## src/rtl/uart_tx_serializer_pkg.sv

```systemverilog
// rtl/uart_tx_serializer_pkg.sv - shared types and constants for the UART transmit serialiser
package uart_tx_serializer_pkg;

    typedef enum logic [2:0] {
        ST_IDLE  = 3'd0,
        ST_START = 3'd1,
        ST_DATA  = 3'd2,
        ST_PAR   = 3'd3,
        ST_STOP  = 3'd4
    } tx_state_t;

    localparam int PARITY_NONE = 0;
    localparam int PARITY_EVEN = 1;
    localparam int PARITY_ODD  = 2;

    function automatic bit params_legal(input int data_bits, input int parity, input int stop_bits);
        return (data_bits >= 5) && (data_bits <= 9) &&
               (parity >= PARITY_NONE) && (parity <= PARITY_ODD) &&
               ((stop_bits == 1) || (stop_bits == 2));
    endfunction

endpackage

```

## src/rtl/uart_tx_serializer_if.sv

```systemverilog
// rtl/uart_tx_serializer_if.sv - byte handshake between upstream logic and the UART serialiser
interface uart_tx_serializer_if #(
    parameter int DATA_BITS = 8
);
    logic [DATA_BITS-1:0] tx_data;
    logic                 tx_valid;
    logic                 tx_ready;

    modport master (output tx_data, output tx_valid, input  tx_ready);
    modport slave  (input  tx_data, input  tx_valid, output tx_ready);
endinterface

```

## src/rtl/uart_tx_serializer.sv

```systemverilog
// rtl/uart_tx_serializer.sv - frames one byte per handshake onto tx, paced by baud_tick
module uart_tx_serializer
    import uart_tx_serializer_pkg::*;
#(
    parameter int DATA_BITS = 8,
    parameter int PARITY    = PARITY_NONE,
    parameter int STOP_BITS = 1
) (
    input  logic                  clk,
    input  logic                  rst_n,
    uart_tx_serializer_if.slave   up,
    output logic                  baud_en,
    input  logic                  baud_tick,
    output logic                  tx,
    output logic                  busy
);

    if (!params_legal(DATA_BITS, PARITY, STOP_BITS)) begin : g_param_check
        $error("uart_tx_serializer: illegal DATA_BITS/PARITY/STOP_BITS");
    end

    localparam logic [3:0] LAST_DATA = 4'(DATA_BITS - 1);
    localparam logic [3:0] LAST_STOP = 4'(STOP_BITS - 1);

    tx_state_t            state;
    logic [DATA_BITS-1:0] shreg;
    logic                 par_bit;
    logic [3:0]           bit_cnt;
    logic                 ready_q;

    assign up.tx_ready = ready_q;

    always_ff @(posedge clk or negedge rst_n) begin
        if (!rst_n) begin
            state   <= ST_IDLE;
            shreg   <= '0;
            par_bit <= 1'b0;
            bit_cnt <= '0;
            tx      <= 1'b1;
            ready_q <= 1'b1;
            busy    <= 1'b0;
            baud_en <= 1'b0;
        end else begin
            case (state)
                // baud_tick is deliberately not looked at here: the generator is disabled
                ST_IDLE: begin
                    if (up.tx_valid) begin
                        shreg   <= up.tx_data;
                        par_bit <= (PARITY == PARITY_ODD) ? ~^up.tx_data : ^up.tx_data;
                        state   <= ST_START;
                        tx      <= 1'b0;
                        baud_en <= 1'b1;
                        ready_q <= 1'b0;
                        busy    <= 1'b1;
                    end
                end
                ST_START: begin
                    if (baud_tick) begin
                        state   <= ST_DATA;
                        tx      <= shreg[0];
                        bit_cnt <= '0;
                    end
                end
                ST_DATA: begin
                    if (baud_tick) begin
                        if (bit_cnt == LAST_DATA) begin
                            if (PARITY != PARITY_NONE) begin
                                state <= ST_PAR;
                                tx    <= par_bit;
                            end else begin
                                state   <= ST_STOP;
                                tx      <= 1'b1;
                                bit_cnt <= '0;
                            end
                        end else begin
                            shreg   <= shreg >> 1;
                            tx      <= shreg[1];
                            bit_cnt <= bit_cnt + 4'd1;
                        end
                    end
                end
                ST_PAR: begin
                    if (baud_tick) begin
                        state   <= ST_STOP;
                        tx      <= 1'b1;
                        bit_cnt <= '0;
                    end
                end
                ST_STOP: begin
                    if (baud_tick) begin
                        if (bit_cnt == LAST_STOP) begin
                            state   <= ST_IDLE;
                            baud_en <= 1'b0;
                            ready_q <= 1'b1;
                            busy    <= 1'b0;
                        end else begin
                            bit_cnt <= bit_cnt + 4'd1;
                        end
                    end
                end
                default: begin
                    state   <= ST_IDLE;
                    tx      <= 1'b1;
                    baud_en <= 1'b0;
                    ready_q <= 1'b1;
                    busy    <= 1'b0;
                end
            endcase
        end
    end

endmodule
```

## src/flat_wrapper.sv

```systemverilog
// flat-port wrapper written by rule: the top's interface ports become plain ports
module uart_tx_serializer_flat import uart_tx_serializer_pkg::*;
#(
    parameter int DATA_BITS = 8,
    parameter int PARITY    = PARITY_NONE,
    parameter int STOP_BITS = 1
)
  (clk, rst_n, baud_en, baud_tick, tx, busy, up_tx_data, up_tx_valid, up_tx_ready);
  uart_tx_serializer_if #(.DATA_BITS(DATA_BITS)) up_i ();
  input  logic clk;
  input  logic rst_n;
  output logic baud_en;
  input  logic baud_tick;
  output logic tx;
  output logic busy;
  input wire logic [$bits(up_i.tx_data)-1:0] up_tx_data;
  input wire logic [$bits(up_i.tx_valid)-1:0] up_tx_valid;
  output wire logic [$bits(up_i.tx_ready)-1:0] up_tx_ready;
  assign up_i.tx_data = up_tx_data;
  assign up_i.tx_valid = up_tx_valid;
  assign up_tx_ready = up_i.tx_ready;
  uart_tx_serializer #(.DATA_BITS(DATA_BITS), .PARITY(PARITY), .STOP_BITS(STOP_BITS)) u_core (.clk(clk), .rst_n(rst_n), .up(up_i), .baud_en(baud_en), .baud_tick(baud_tick), .tx(tx), .busy(busy));
endmodule
```

## config.mk

```make
export PLATFORM = sky130hd
export DESIGN_NAME = uart_tx_serializer_flat
export DESIGN_NICKNAME = d
export VERILOG_FILES = /design/src/rtl/uart_tx_serializer_pkg.sv /design/src/rtl/uart_tx_serializer_if.sv /design/src/rtl/uart_tx_serializer.sv /design/src/flat_wrapper.sv
export SDC_FILE = /design/constraint.sdc
export NUM_CORES = 1
export LEC_CHECK = 0
export BUFFER_PORTS_ARGS = -buffer_cell sky130_fd_sc_hd__buf_2
export CAP_MARGIN = 20
export CELL_PAD_IN_SITES_DETAIL_PLACEMENT = 0
export CELL_PAD_IN_SITES_GLOBAL_PLACEMENT = 1
export CORE_MARGIN = 5
export CORE_UTILIZATION = 40
export DETAILED_ROUTE_END_ITERATION = 7
export PLACE_DENSITY_LB_ADDON = 0.1
export SYNTH_ARGS = -nofsm -noshare
export SYNTH_HDL_FRONTEND = slang
export SYNTH_SLANG_ARGS = --single-unit
export TNS_END_PERCENT = 10
```

## constraint.sdc

```tcl
create_clock -name clk -period 1.9 [get_ports clk]
set_input_delay 0.285 -clock clk [delete_from_list [all_inputs] [get_ports clk]]
set_output_delay 0.285 -clock clk [all_outputs]
set_load 0.01 [all_outputs]
```

======== Word level (Yosys, flattened, before mapping) ========
Cells that the tools add are included.
cells by class
  add/subtract/negate cells ............... 1
  bitwise gates (word level) .............. 2
  equal/unequal tests ..................... 15
  reductions and logical operators ........ 11
  mux-type cells .......................... 31
operators by type and width
  operator                                                                  count
  8-bit two-way mux                                                         3
  3-bit two-way mux                                                         7
  4-bit two-way mux                                                         5
  8-bit case mux with 2 select lines                                        1
  3-bit case mux with 5 select lines                                        1
  2-bit inequality test (second input constant)                             7
  4-bit case mux with 3 select lines                                        1
  1-bit two-way mux                                                         10
  5-bit AND reduction                                                       2
  4-bit AND reduction                                                       2
  7-bit AND reduction                                                       1
  3-bit by 2-bit == test with 1-bit output (second input constant)          2
  2-bit by 1-bit inequality test with 1-bit output (second input constant)  3
  1-bit case mux with 3 select lines                                        2
  1-bit case mux with 5 select lines                                        1
  4-bit by 1-bit adder with 4-bit output (second input constant)            1
  4-bit by 3-bit == test with 1-bit output (second input constant)          1
  4-bit logical NOT                                                         1
  3-bit by 1-bit == test with 1-bit output (second input constant)          1
  3-bit == test (second input constant)                                     1
  3-bit logical NOT                                                         1
  3-bit nonzero test                                                        1
  3-bit OR reduction                                                        1
  1-bit inverter                                                            2
  2 further kinds                                                           2
storage, ports and cells
  flip-flop bits (word level) ............. 18
  input bits .............................. 12
  logic and storage cells ................. 66
  output and inout port bits .............. 4

======== Longest topological paths before layout ========
  word-level depth ........................ 4
  mapped depth ............................ 6
  gate-level depth less buffers ........... 6

======== Worst setup path after synthesis ========
OpenSTA, ideal clock, no wires.
  path kind ............................... register to register
  from .................................... register u_core.bit_cnt[0]
  to ...................................... register u_core.bit_cnt[2]
  clock period less this slack ............ 1558 ps
  buffers on the path ..................... 0
  cell stages (with the launch flop) ...... 7
  slack ................................... 342 ps
  required time ........................... 1776 ps
  arrival ................................. 1434 ps
  path through ............................ dfrtp_1 > inv_1 > ha_1 > or3b_4 > a22oi_4 > nor4b_1 > a211o_1
between the ends
  cells in the longest elaborated chain, start to end .. 4
  elaborated cells between the ends (all ways) .. 10
ends and longest elaborated chain
  what                                                                                                       line                                                                          text
  from (decl)                                                                                                uart_tx_serializer.sv:28                                                      logic [3:0] bit_cnt;
  from (signal assigned)                                                                                     uart_tx_serializer.sv:78                                                      bit_cnt <= bit_cnt + 4'd1;
  from (signal assigned)                                                                                     uart_tx_serializer.sv:97                                                      bit_cnt <= bit_cnt + 4'd1;
  4-bit by 1-bit adder with 4-bit output / 4-bit by 3-bit == test with 1-bit output (equally long branches)  uart_tx_serializer.sv:78, uart_tx_serializer.sv:97, uart_tx_serializer.sv:66
  4-bit two-way mux, on equally long branches                                                                uart_tx_serializer.sv:91, uart_tx_serializer.sv:66
  4-bit two-way mux, on equally long branches                                                                uart_tx_serializer.sv:90, uart_tx_serializer.sv:65
  4-bit case mux with 3 select lines                                                                         uart_tx_serializer.sv:44                                                      case (state)
Parallel ways exist; a longest one is shown, timed or not. The select of a mux whose other input is x is not followed.
A chain may end at the register's enable or synchronous reset.

======== Final worst setup path ========
Ends and elaborated chain as after synthesis.

==> flow_summary.json <==
{
  "synth.avg_cell_area_sq_um": 10.22,
  "first_pass_iters": 4,
  "synth_enable_flop_cells": 0,
  "root_buffer": "clkbuf_4",
  "cts_max_level": 1,
  "crit_path_end_kind": "register",
  "grt_pass1_wl_microns": 3581,
  "die_w_microns": 61.29,
  "overflow": 0,
  "power_frac_seq": 0.394,
  "max_freq_mhz": 598.8,
  "synth_warnings": 0,
  "synth_cell_types": 39,
  "whs_ns": 0.2937,
  "fin_cells": 151,
  "cap_viol_max_count": 0,
  "p_int_uw": 1139,
  "skew_ns": 0.001496,
  "arrival_ns": 1.87,
  "fin_util": 0.4835,
  "hold_violations": 0,
  "slew_viol_final": 0,
  "clk_pin_slew_worst_paths_ns": 0.11,
  "switchingPower_uw": 759.7,
  "synthTopCellsByArea": "dfrtp_1 38%, mux2i_1 6.7%, a21oi_1 5.2%, dfstp_2 5.0%, a31oi_1 4.2%",
  "cts.path.max_buffers": 2,
  "drive_gt1_frac": 0.2975,
  "ant_nets": 0,
  "cts_tree": "built",
  "yosysSeqAreaShare": 0.4304,
  "port_buffers": 15,
  "gp_congestion": 0.7674,
  "antenna_found_initial": 0,
  "holdPathStages": 3,
  "core_region_area_sq_um": 2500,
  "synthFlopType": "dfrtp_1",
  "r2r_cells": 6,
  "netlist_area_sq_um": 1052,
  "vias": 832,
  "drc_errors": 0,
  "ios": 16,
  "cp_max_fo": 6,
  "synthArstFlopShare": 1.000,
  "post-cts-setup-buffer-count": 0,
  "clock_latency_ns": 0.30,
  "grt_max_degree": 19,
  "vias_per_cell": 5.510,
  "final_nets": 136,
  "power_density_nw_per_um2": 1571,
  "worstMarginPinSlew_ns": 0.4253,
  "synth_top_area_share": 0.3805,
  "clock-sinks": 18,
  "drt_iter0_markers": 28,
  "initial_core_util": 0.4209,
  "routedWlPerCell_microns": 13.85,
  "crit_path_start_kind": "register",
  "dp_hpwl_microns": 1562,
  "synth_common_cells": "16 x dfrtp_1, 11 x a21oi_1, 7 x a31oi_1, 7 x mux2i_1",
  "hold_class": "input pin to register",
  "switching_share": 0.4002,
  "grt_use_total": 0.1290,
  "tns_ns": 0,
  "finalCritPeriodShare": 0.8790,
  "die-area_sq_um": 3756,
  "worstPathRequired_ns": 2.10,
  "status": "finished, final reports clean",
  "routed_wl_microns": 2091,
  "p_clk_frac": 0.129,
  "syn-num-nets": 117,
  "fp-row-count": 18,
  "area.growth.synth_to_final_pct": 14.86,
  "slew_headroom": 0.7164,
  "syn_inst": 103,
  "ys_ff_latch": 18,
  "grt_pass1_vias": 836,
  "yosysMostFrequentCell": "dfrtp_1",
  "die_y_microns": 61.29,
  "power_leakage_uw": 0.0005276,
  "peakVddDrop_mv": 0.5951,
  "diodes": 0,
  "min_period_ns": 1.670,
  "worst-setup-path-type": "register to register",
  "rsz0062_at_grt": "false",
  "setup_viol": 0,
  "combPwrFrac": 0.477,
  "synth_top_area_cell": "dfrtp_1",
  "cts-buffers-inserted": 3,
  "dp_cells": 146
}
==> critical path, stage by stage, from the launching register on <==
cell,delay (ns)
dfrtp_1,0.43
inv_1,0.08
ha_1,0.14
or3b_4,0.39
a22oi_4,0.22
nor4b_1,0.08
a211o_1,0.22
==> registers in the layout, summed over array words and instances (netlist names) <==
name                flops
u_core.bit_cnt          4
u_core.state            3
u_core.up.tx_ready      1
u_core.shreg            8
u_core.baud_en          1
u_core.tx               1
==> power groups by stage <==
stage / registers [uW] / clock network (uW) / logic (uW)
final: 748 / 245 / 905
after global routing: 778 / 278 / 1040
after CTS: 751 / 260 / 922
after detailed placement: 758 / 0 / 921
after global placement: 752 / 0 / 901
after floorplan: 693 / 0 / 749
==> placed cells by master (no fill, tap or decap), drive strengths merged, types with 2 or more instances in the layout <==
cell type  count
clkbuf         4
a31oi          7
buf           20
a21oi         11
dfstp          2
inv            6
nand2b         4
o21a           2
nor2           5
nand3          2
nor2b          2
o21ai          3
mux2i          7
o22ai          2
dfrtp         16
nand2          6
ha             2
==> cells by family (layout without fill, tap and decap cells) <==
logic type,after synthesis,count (layout),share of synthesized area
AOI/OAI and AO/OA,34,34,0.2426
adders and majority gates,2,2,0.02378
buffers and inverters,13,31,0.05944
DFF,18,18,0.4304
muxes,8,8,0.07729
and+or+nand+nor,28,28,0.1665
==> path summary, 6_finish.rpt <==
| check | startpoint | to | slack (ns) |
|---|---|---|---|
| max | u_core.bit_cnt[0]$_DFFE_PN0P_ | u_core.bit_cnt[2]$_DFFE_PN0P_ | 0.23 |
| min | up_tx_data[3] | u_core.shreg[3]$_DFFE_PN0P_ | 0.29 |
| max reg2reg | u_core.bit_cnt[0]$_DFFE_PN0P_ | u_core.bit_cnt[2]$_DFFE_PN0P_ | 0.23 |
| min reg2reg | u_core.shreg[7]$_DFFE_PN0P_ | u_core.shreg[7]$_DFFE_PN0P_ | 0.51 |
| max in group asynchronous | rst_n | u_core.tx$_DFFE_PN1P_ | 1.13 |
| min in group asynchronous | rst_n | u_core.baud_en$_DFFE_PN0P_ | 0.44 |
==> timing repair <==
action / in CTS / in global routing
resized for setup: 0 / 0
hold buffers: 1 / 0
endpoints found under the hold margin: 16 / 0
==> area by class of cell <==
type	count	area, sq um
fill	250	1291
inverter	6	22.52
multi-input combinational	72	536.8
timing repair buffer	21	122.6
sequential	18	452.9
tap	30	37.54
clock buffer	4	36.28
==> layer usage <==
layer | global-route usage | wire (microns) | part of all wire | up-vias
met3 | 0.02725 | 86 | 0.041 | 4
met2 | 0.2054 | 943 | 0.45 | 12
li1 | - | - | - | 413
met1 | 0.1647 | 1028 | 0.49 | 403
met4 | 0.06502 | 31 | 0.015 | 0
met5 | 0 | 0 | 0 | -
==> per-stage QoR <==
step                      power, uW  worst slack, ns  instance area, sq um
after detailed placement       1678           0.2399                  1162
final                          1898           0.2299                  1209
after global placement         1653           0.2940                  1162
after CTS                      1933           0.2173                  1209
after floorplan                1441           0.3422                  1052
after global routing           2092           0.1389                  1209
(Power assumes the default switching activity.)
